$ cat config.mk
export PLATFORM = sky130hd
export DESIGN_NAME = vnet_link_pipe
export DESIGN_NICKNAME = d
export VERILOG_FILES = /design/src/rtl/vnet_link_pipe.sv
export SDC_FILE = /design/constraint.sdc
export NUM_CORES = 1
export LEC_CHECK = 0
export BUFFER_PORTS_ARGS = -buffer_cell sky130_fd_sc_hd__buf_4
export CORE_AREA = 2 2 591 593
export CTS_CLUSTER_SIZE = 30
export DETAILED_ROUTE_END_ITERATION = 7
export DIE_AREA = 0 0 593 595
export PLACE_DENSITY = 0.3
export SLEW_MARGIN = 20
export SYNTH_ARGS = -nofsm -noshare
export SYNTH_HDL_FRONTEND = slang
export SYNTH_SLANG_ARGS = --single-unit
$ cat constraint.sdc
create_clock -name clk -period 4.2 [get_ports clk]
set_input_delay 0.63 -clock clk [delete_from_list [all_inputs] [get_ports clk]]
set_output_delay 0.63 -clock clk [all_outputs]
set_load 0.03 [all_outputs]
$ cat src/rtl/vnet_link_pipe.sv
`default_nettype none
// ============================================================================
//  Module      : vnet_link_pipe
//  Description : Multi-port inter-router link stage. Retimes the flit path
//                (valid, pend, VC id, look-ahead route, payload) and the
//                credit-return path by independent stage counts so long mesh
//                links close timing. An optional per-VC credit shadow flags
//                protocol violations at the upstream boundary.
//  Revision    : 1.0 - initial release
// ----------------------------------------------------------------------------
//  Build option: define VNET_LINK_PIPE_CREDIT_CHECK_EN to build the credit
//                shadow and sticky error flags. When it is undefined,
//                crd_cnt_o and err_* are tied to 0 and err_clr_i is ignored.
// ----------------------------------------------------------------------------
//  Ports
//    clk, rst                  clock, synchronous active-high reset
//    up_flit_*_i               flit word from the upstream router tx
//    dn_flit_*_o               same word, FLIT_STAGES cycles later, toward rx
//    dn_lcrd_v_i/id_i          credit return from the downstream rx
//    up_lcrd_v_o/id_o          same credit, CRD_STAGES cycles later, toward tx
//    crd_cnt_o                 credit shadow per port and VC
//    err_underflow_o           sticky: flit sent on a VC with no credit
//    err_overflow_o            sticky: credit beyond VC_DEPTH or bad VC id
//    err_clr_i                 clears both sticky error vectors
// ============================================================================
module vnet_link_pipe #(
    parameter int PORT_NUM    = 5,
    parameter int FLIT_W      = 128,
    parameter int LA_W        = 3,
    parameter int VC_NUM      = 6,
    parameter int VC_ID_W     = $clog2(VC_NUM),
    parameter int VC_DEPTH    = 4,
    parameter int FLIT_STAGES = 1,
    parameter int CRD_STAGES  = 1,
    parameter int CNT_W       = $clog2(VC_DEPTH + 1)
) (
    input  logic                                     clk,
    input  logic                                     rst,
    input  logic [PORT_NUM-1:0]                      up_flit_v_i,
    input  logic [PORT_NUM-1:0]                      up_flit_pend_i,
    input  logic [PORT_NUM-1:0][FLIT_W-1:0]          up_flit_i,
    input  logic [PORT_NUM-1:0][VC_ID_W-1:0]         up_flit_vc_id_i,
    input  logic [PORT_NUM-1:0][LA_W-1:0]            up_flit_la_i,
    output logic [PORT_NUM-1:0]                      dn_flit_v_o,
    output logic [PORT_NUM-1:0]                      dn_flit_pend_o,
    output logic [PORT_NUM-1:0][FLIT_W-1:0]          dn_flit_o,
    output logic [PORT_NUM-1:0][VC_ID_W-1:0]         dn_flit_vc_id_o,
    output logic [PORT_NUM-1:0][LA_W-1:0]            dn_flit_la_o,
    input  logic [PORT_NUM-1:0]                      dn_lcrd_v_i,
    input  logic [PORT_NUM-1:0][VC_ID_W-1:0]         dn_lcrd_id_i,
    output logic [PORT_NUM-1:0]                      up_lcrd_v_o,
    output logic [PORT_NUM-1:0][VC_ID_W-1:0]         up_lcrd_id_o,
    output logic [PORT_NUM-1:0][VC_NUM-1:0][CNT_W-1:0] crd_cnt_o,
    output logic [PORT_NUM-1:0]                      err_underflow_o,
    output logic [PORT_NUM-1:0]                      err_overflow_o,
    input  logic                                     err_clr_i
);

    for (genvar p = 0; p < PORT_NUM; p++) begin : g_port

        // ---------------- flit path ----------------
        if (FLIT_STAGES == 0) begin : g_flit_comb
            assign dn_flit_v_o[p]     = up_flit_v_i[p];
            assign dn_flit_pend_o[p]  = up_flit_pend_i[p];
            assign dn_flit_o[p]       = up_flit_i[p];
            assign dn_flit_vc_id_o[p] = up_flit_vc_id_i[p];
            assign dn_flit_la_o[p]    = up_flit_la_i[p];
        end else begin : g_flit_pipe
            logic               r_v    [FLIT_STAGES];
            logic               r_pend [FLIT_STAGES];
            logic [FLIT_W-1:0]  r_flit [FLIT_STAGES];
            logic [VC_ID_W-1:0] r_vc   [FLIT_STAGES];
            logic [LA_W-1:0]    r_la   [FLIT_STAGES];

            // Payload fields only move with a valid flit, which keeps the
            // wide registers quiet on idle cycles; pend is a hint that is
            // forwarded every cycle regardless of valid.
            always_ff @(posedge clk) begin
                if (rst) begin
                    for (int s = 0; s < FLIT_STAGES; s++) begin
                        r_v[s]    <= 1'b0;
                        r_pend[s] <= 1'b0;
                        r_flit[s] <= '0;
                        r_vc[s]   <= '0;
                        r_la[s]   <= '0;
                    end
                end else begin
                    r_v[0]    <= up_flit_v_i[p];
                    r_pend[0] <= up_flit_pend_i[p];
                    if (up_flit_v_i[p]) begin
                        r_flit[0] <= up_flit_i[p];
                        r_vc[0]   <= up_flit_vc_id_i[p];
                        r_la[0]   <= up_flit_la_i[p];
                    end
                    for (int s = 1; s < FLIT_STAGES; s++) begin
                        r_v[s]    <= r_v[s-1];
                        r_pend[s] <= r_pend[s-1];
                        if (r_v[s-1]) begin
                            r_flit[s] <= r_flit[s-1];
                            r_vc[s]   <= r_vc[s-1];
                            r_la[s]   <= r_la[s-1];
                        end
                    end
                end
            end

            assign dn_flit_v_o[p]     = r_v[FLIT_STAGES-1];
            assign dn_flit_pend_o[p]  = r_pend[FLIT_STAGES-1];
            assign dn_flit_o[p]       = r_flit[FLIT_STAGES-1];
            assign dn_flit_vc_id_o[p] = r_vc[FLIT_STAGES-1];
            assign dn_flit_la_o[p]    = r_la[FLIT_STAGES-1];
        end

        // ---------------- credit path ----------------
        if (CRD_STAGES == 0) begin : g_crd_comb
            assign up_lcrd_v_o[p]  = dn_lcrd_v_i[p];
            assign up_lcrd_id_o[p] = dn_lcrd_id_i[p];
        end else begin : g_crd_pipe
            logic               r_cv  [CRD_STAGES];
            logic [VC_ID_W-1:0] r_cid [CRD_STAGES];

            always_ff @(posedge clk) begin
                if (rst) begin
                    for (int s = 0; s < CRD_STAGES; s++) begin
                        r_cv[s]  <= 1'b0;
                        r_cid[s] <= '0;
                    end
                end else begin
                    r_cv[0] <= dn_lcrd_v_i[p];
                    if (dn_lcrd_v_i[p]) begin
                        r_cid[0] <= dn_lcrd_id_i[p];
                    end
                    for (int s = 1; s < CRD_STAGES; s++) begin
                        r_cv[s] <= r_cv[s-1];
                        if (r_cv[s-1]) begin
                            r_cid[s] <= r_cid[s-1];
                        end
                    end
                end
            end

            assign up_lcrd_v_o[p]  = r_cv[CRD_STAGES-1];
            assign up_lcrd_id_o[p] = r_cid[CRD_STAGES-1];
        end

        // ---------------- credit shadow ----------------
`ifdef VNET_LINK_PIPE_CREDIT_CHECK_EN
        begin : g_shadow
            localparam logic [CNT_W-1:0] c_crd_init = CNT_W'(VC_DEPTH);

            logic [VC_NUM-1:0][CNT_W-1:0] r_cnt;
            logic                         r_err_uf;
            logic                         r_err_of;
            logic [VC_NUM-1:0]            w_dec;
            logic [VC_NUM-1:0]            w_inc;
            logic [VC_NUM-1:0]            w_uf;
            logic [VC_NUM-1:0]            w_of;
            logic                         w_bad_id;

            // Both events are observed at the upstream boundary: flits as
            // they leave the tx, credits as they reach it after retiming.
            always_comb begin
                w_dec = '0;
                w_inc = '0;
                w_uf  = '0;
                w_of  = '0;
                for (int v = 0; v < VC_NUM; v++) begin
                    w_dec[v] = up_flit_v_i[p] && (up_flit_vc_id_i[p] == VC_ID_W'(v));
                    w_inc[v] = up_lcrd_v_o[p] && (up_lcrd_id_o[p] == VC_ID_W'(v));
                    w_uf[v]  = w_dec[v] && !w_inc[v] && (r_cnt[v] == '0);
                    w_of[v]  = w_inc[v] && !w_dec[v] && (r_cnt[v] == c_crd_init);
                end
                w_bad_id = (up_flit_v_i[p] && (int'(up_flit_vc_id_i[p]) >= VC_NUM)) ||
                           (up_lcrd_v_o[p] && (int'(up_lcrd_id_o[p]) >= VC_NUM));
            end

            always_ff @(posedge clk) begin
                if (rst) begin
                    for (int v = 0; v < VC_NUM; v++) begin
                        r_cnt[v] <= c_crd_init;
                    end
                    r_err_uf <= 1'b0;
                    r_err_of <= 1'b0;
                end else begin
                    for (int v = 0; v < VC_NUM; v++) begin
                        if (w_dec[v] && !w_inc[v] && (r_cnt[v] != '0)) begin
                            r_cnt[v] <= r_cnt[v] - 1'b1;
                        end else if (w_inc[v] && !w_dec[v] && (r_cnt[v] != c_crd_init)) begin
                            r_cnt[v] <= r_cnt[v] + 1'b1;
                        end
                    end
                    // A violation in the clear cycle re-sets the flag.
                    r_err_uf <= (r_err_uf && !err_clr_i) || (|w_uf);
                    r_err_of <= (r_err_of && !err_clr_i) || (|w_of) || w_bad_id;
                end
            end

            assign crd_cnt_o[p]       = r_cnt;
            assign err_underflow_o[p] = r_err_uf;
            assign err_overflow_o[p]  = r_err_of;
        end
`else
        begin : g_no_shadow
            assign crd_cnt_o[p]       = '0;
            assign err_underflow_o[p] = 1'b0;
            assign err_overflow_o[p]  = 1'b0;
        end
`endif
    end

`ifndef VNET_LINK_PIPE_CREDIT_CHECK_EN
    logic w_unused_err_clr;
    assign w_unused_err_clr = err_clr_i;
`endif

endmodule
`default_nettype wire

# Word-level counts from Yosys, hierarchy flattened

Memory sizes are Yosys's and may differ from the RTL's.
Index checks and enable logic that the tools add are counted.
W data, S select, Z words.

Flip-flop bits (word level): 0
Bits in read-only memories: 0
Output and inout port bits: 800
Latch bits: 0
RAM bits: 700
Memories kept: 35
Word-level logic and storage cells: 173

Mux-type cells: 103
Bitwise gates (word level): 0
$lt $le $gt $ge: 0
Divide/modulo/power cells: 0
Add/sub/neg operators: 0
Equality and inequality tests: 0
Multipliers: 0
Shift-type cells: 0
Reductions and logical operators: 35

Memory list:

| memory                       | depth | width | read ports | clocked after memory_dff | wr ports | RTL line | RTL |
|---|---|---|---|---|---|---|---|
| g_port[0].g_flit_pipe.r_flit | 1     | 128   | 1          | 0                        | 1        | 71       | `logic [FLIT_W-1:0] r_flit [FLIT_STAGES];` |
| g_port[1].g_flit_pipe.r_flit | 1     | 128   | 1          | 0                        | 1        | 71       |  |
| g_port[2].g_flit_pipe.r_flit | 1     | 128   | 1          | 0                        | 1        | 71       |  |
| g_port[3].g_flit_pipe.r_flit | 1     | 128   | 1          | 0                        | 1        | 71       |  |
| g_port[4].g_flit_pipe.r_flit | 1     | 128   | 1          | 0                        | 1        | 71       |  |
| g_port[0].g_crd_pipe.r_cid   | 1     | 3     | 1          | 0                        | 1        | 120      | `logic [VC_ID_W-1:0] r_cid [CRD_STAGES];` |
| +29 memories                 | n/a   | n/a   | n/a        | n/a                      | n/a      | n/a      |  |

Operator list:

| operator           | number |
|---|---|
| $mux W128          | 5 |
| $reduce_or A128 Y1 | 5 |
| $mux W1            | 83 |
| $mux W3            | 15 |
| $reduce_or A3 Y1   | 15 |
| $reduce_or A1 Y1   | 15 |

# Longest topological paths before layout

Word-level depth: 5
Depth in mapped cells: 4
Gate-level depth less buffers: 1

# Worst setup path after synthesis

No wires, ideal clock.

Path type: in2reg
Start point: input rst
End point: memory g_port[0].g_flit_pipe.r_flit[0][0] (enable)
Path buffers: 2
Arrival: 2679 ps
Slack: 1084 ps
Stages on the path: 3
Data required time: 3763 ps
Cells stage by stage: clkbuf_2 -> clkbuf_1 -> or2_2

Longest elaborated chain between the ends: 4
Elaborated cells between the ends (all ways): 6
Classes of those cells: mux: 5; reduce/logical: 1

RTL lines:

| element                             | RTL line | RTL |
|---|---|---|
| from (decl)                         | 38       | `input logic rst,` |
| $mux W1                             | 79       | `if (rst) begin` |
| $mux W1 (not written as such)       | 91       | `r_flit[0] <= up_flit_i[p];` |
| $reduce_or A128 Y1 (no source line) | n/a      |  |
| $mux W1 (no source line) (*)        | n/a      |  |
| to (decl)                           | 71       |  |

Every way passes the cells marked *; elsewhere a longest branch is shown, timed or not.

==> reports/qor.txt <==
Clock Sinks: 700
Setup Fix Bufs, Post-CTS: 0
VDD IR-drop max: 0.2588 mV
CTS H-tree lvls: 3
CP delay by family, top: flip-flops
port buffer count: 1,401
Yosys top cell by area: edfxtp_1
largest net degree at the start of global routing: 179
Synth Cell Area: 28,590 um2
Worst Tran Pin Value: 0.9907 ns
post-CTS resize count: 0
Clk pin slew, worst setup/hold paths: 0.06 ns
fillers: 39.01k
layout cells sized above 1: 0.5080
crit path max fanout: 1
post-synthesis register bit count: 700
yosys warns: 0
Yosys cell types: 10
Static Leak: 21.41 nW
site row count: 217
CP max stage delay: 0.63 ns
Cell Area, Placed: 44,090 um2
worst path cell trace: buf_4
startpoint types: flop
GR Overflow Total: 0
WHS: 0.1229 ns
clk buf depth: 4
MaxCap Viol Count: 0
post-DP HPWL: 149,300 um
effective utilization at floorplan: 0.08232
DRT antenna net count: 0
endpoints failing hold: 0
initial antenna violation count: 62
critical path required time: 3.57 ns
final RePlAce weighted congestion: 0.9053
cell area after layout: 47,330 um2
DR iter-0 viols: 942
fin worst setup slack: 1.869 ns
CTS Hold Bufs: 6
first-pass GRT wire length: 231,500 um
die height: 595 um
vias in the first global route: 21.37k
Util after Layout: 0.1363
Die W: 593 um
Place WS: 1.593 ns
Buffers & Inverters on Critical Path: 1
final net count: 3,753
RSZ-0062 raised after global routing: no
status: finished, final reports clean
Total Routed Length: 184,200 um
DR pass1 iterations: 5
final worst path period share: 0.5549
total negative slack: 0 ns
synth top area cells: edfxtp_1, and3b_1, buf_4
Setup crit end kind: output pin
GRT Overall Usage: 0.09934
CP arrival: 1.70 ns
worst setup path category: reg -> out
max-slew violation count: 0
Die Area: 352,800 um2
Mapped Cells: 1,679
num ports: 1,503
Post-Place Cells: 7,541
Via Count: 20.60k
CP max-delay cell: edfxtp_1
Final min period: 2.331 ns
Core ar.: 347,300 um2
Max Freq: 429.0 MHz
Avg WL per Cell: 23.80 um
Post-route DRC: 0
Vias/cell: 2.662
top cell type's share of synthesized area: 0.7195
Root Driver: clkbuf_16
Post-Layout Cell Count: 7,738
CTS buffer count: 100
post-synthesis area per instance: 17.03 um2
area grow syn2layout: 65.58%
power density over cell area: 438.1 nW/um2
Seq/Total Area, Yosys: 0.7300
Total Power: 20.74 mW
Max-slew headroom: 0.3396
final setup fails: 0
CTS tree: yes
Hold WC Path Type: in -> reg
worst paths after layout:
path,cells after the start,startpoint,endpoint
hold / removal,2,up_flit_i[548],g_port[4].g_flit_pipe.r_flit[0][36]
setup / recovery,1,g_port[1].g_flit_pipe.r_flit[0][78],dn_flit_o[206]
state kept, by name, summed over array words and instances, names as in the netlist:
| signal | count |
|---|---|
| g_port.g_flit_pipe.r_vc | 15 |
| g_port.g_flit_pipe.r_v | 5 |
| g_port.g_flit_pipe.r_la | 15 |
| g_port.g_flit_pipe.r_flit | 640 |
| g_port.g_crd_pipe.r_cid | 15 |
| g_port.g_crd_pipe.r_cv | 5 |
| g_port.g_flit_pipe.r_pend | 5 |
power by group:
group / internal, mW / switching, mW
clock: 4.87 / 3.59
combinational: 1.32 / 2.37
sequential: 8.28 / 0.299
total: 14.5 / 6.26
per-layer routing:
layer  wire [um]  GRT usage  up-vias
li1            -          -     8938
met5         112          0        -
met4        3651    0.01930       16
met1       66380     0.1050    10263
met2       96470     0.1855     1168
met3       17540    0.03745      216
cells by family after synthesis:
group | count (synthesis) | synth area share
and+or+nand+nor | 710 | 0.2153
DFF | 700 | 0.7300
buffers and inverters | 268 | 0.05449
other | 1 | 0.0001312
cells in the final DEF (no fill, tap or decap), types with 13 or more instances in the layout:
cell type,count
and3b_1,685
buf_12,13
buf_4,1418
clkbuf_1,26
clkbuf_16,100
clkbuf_8,13
clkinv_2,18
conb_1,100
dfxtp_1,15
edfxtp_1,685
nor2b_1,15
synthesized netlist by cell type:
cell type,count
clkbuf_1,67
and3b_1,685
dfxtp_1,15
nor2b_1,15
edfxtp_1,685
conb_1,1
clkbuf_2,1
buf_2,80
or2_2,10
buf_4,120
layout make-up:
type,instances,area [um2],share of cell area
Sequential cell,700,20870,0.4409
Timing Repair Buffer,1438,10980,0.2320
Multi-Input combinational cell,810,6544,0.1382
Tap cell,4599,5754,0.1216
Clock buffer,139,2779,0.05871
Clock inverter,41,379.1,0.008009
Antenna cell,11,27.53,0.0005815
Note: power is estimated with default switching activity, not from simulation.
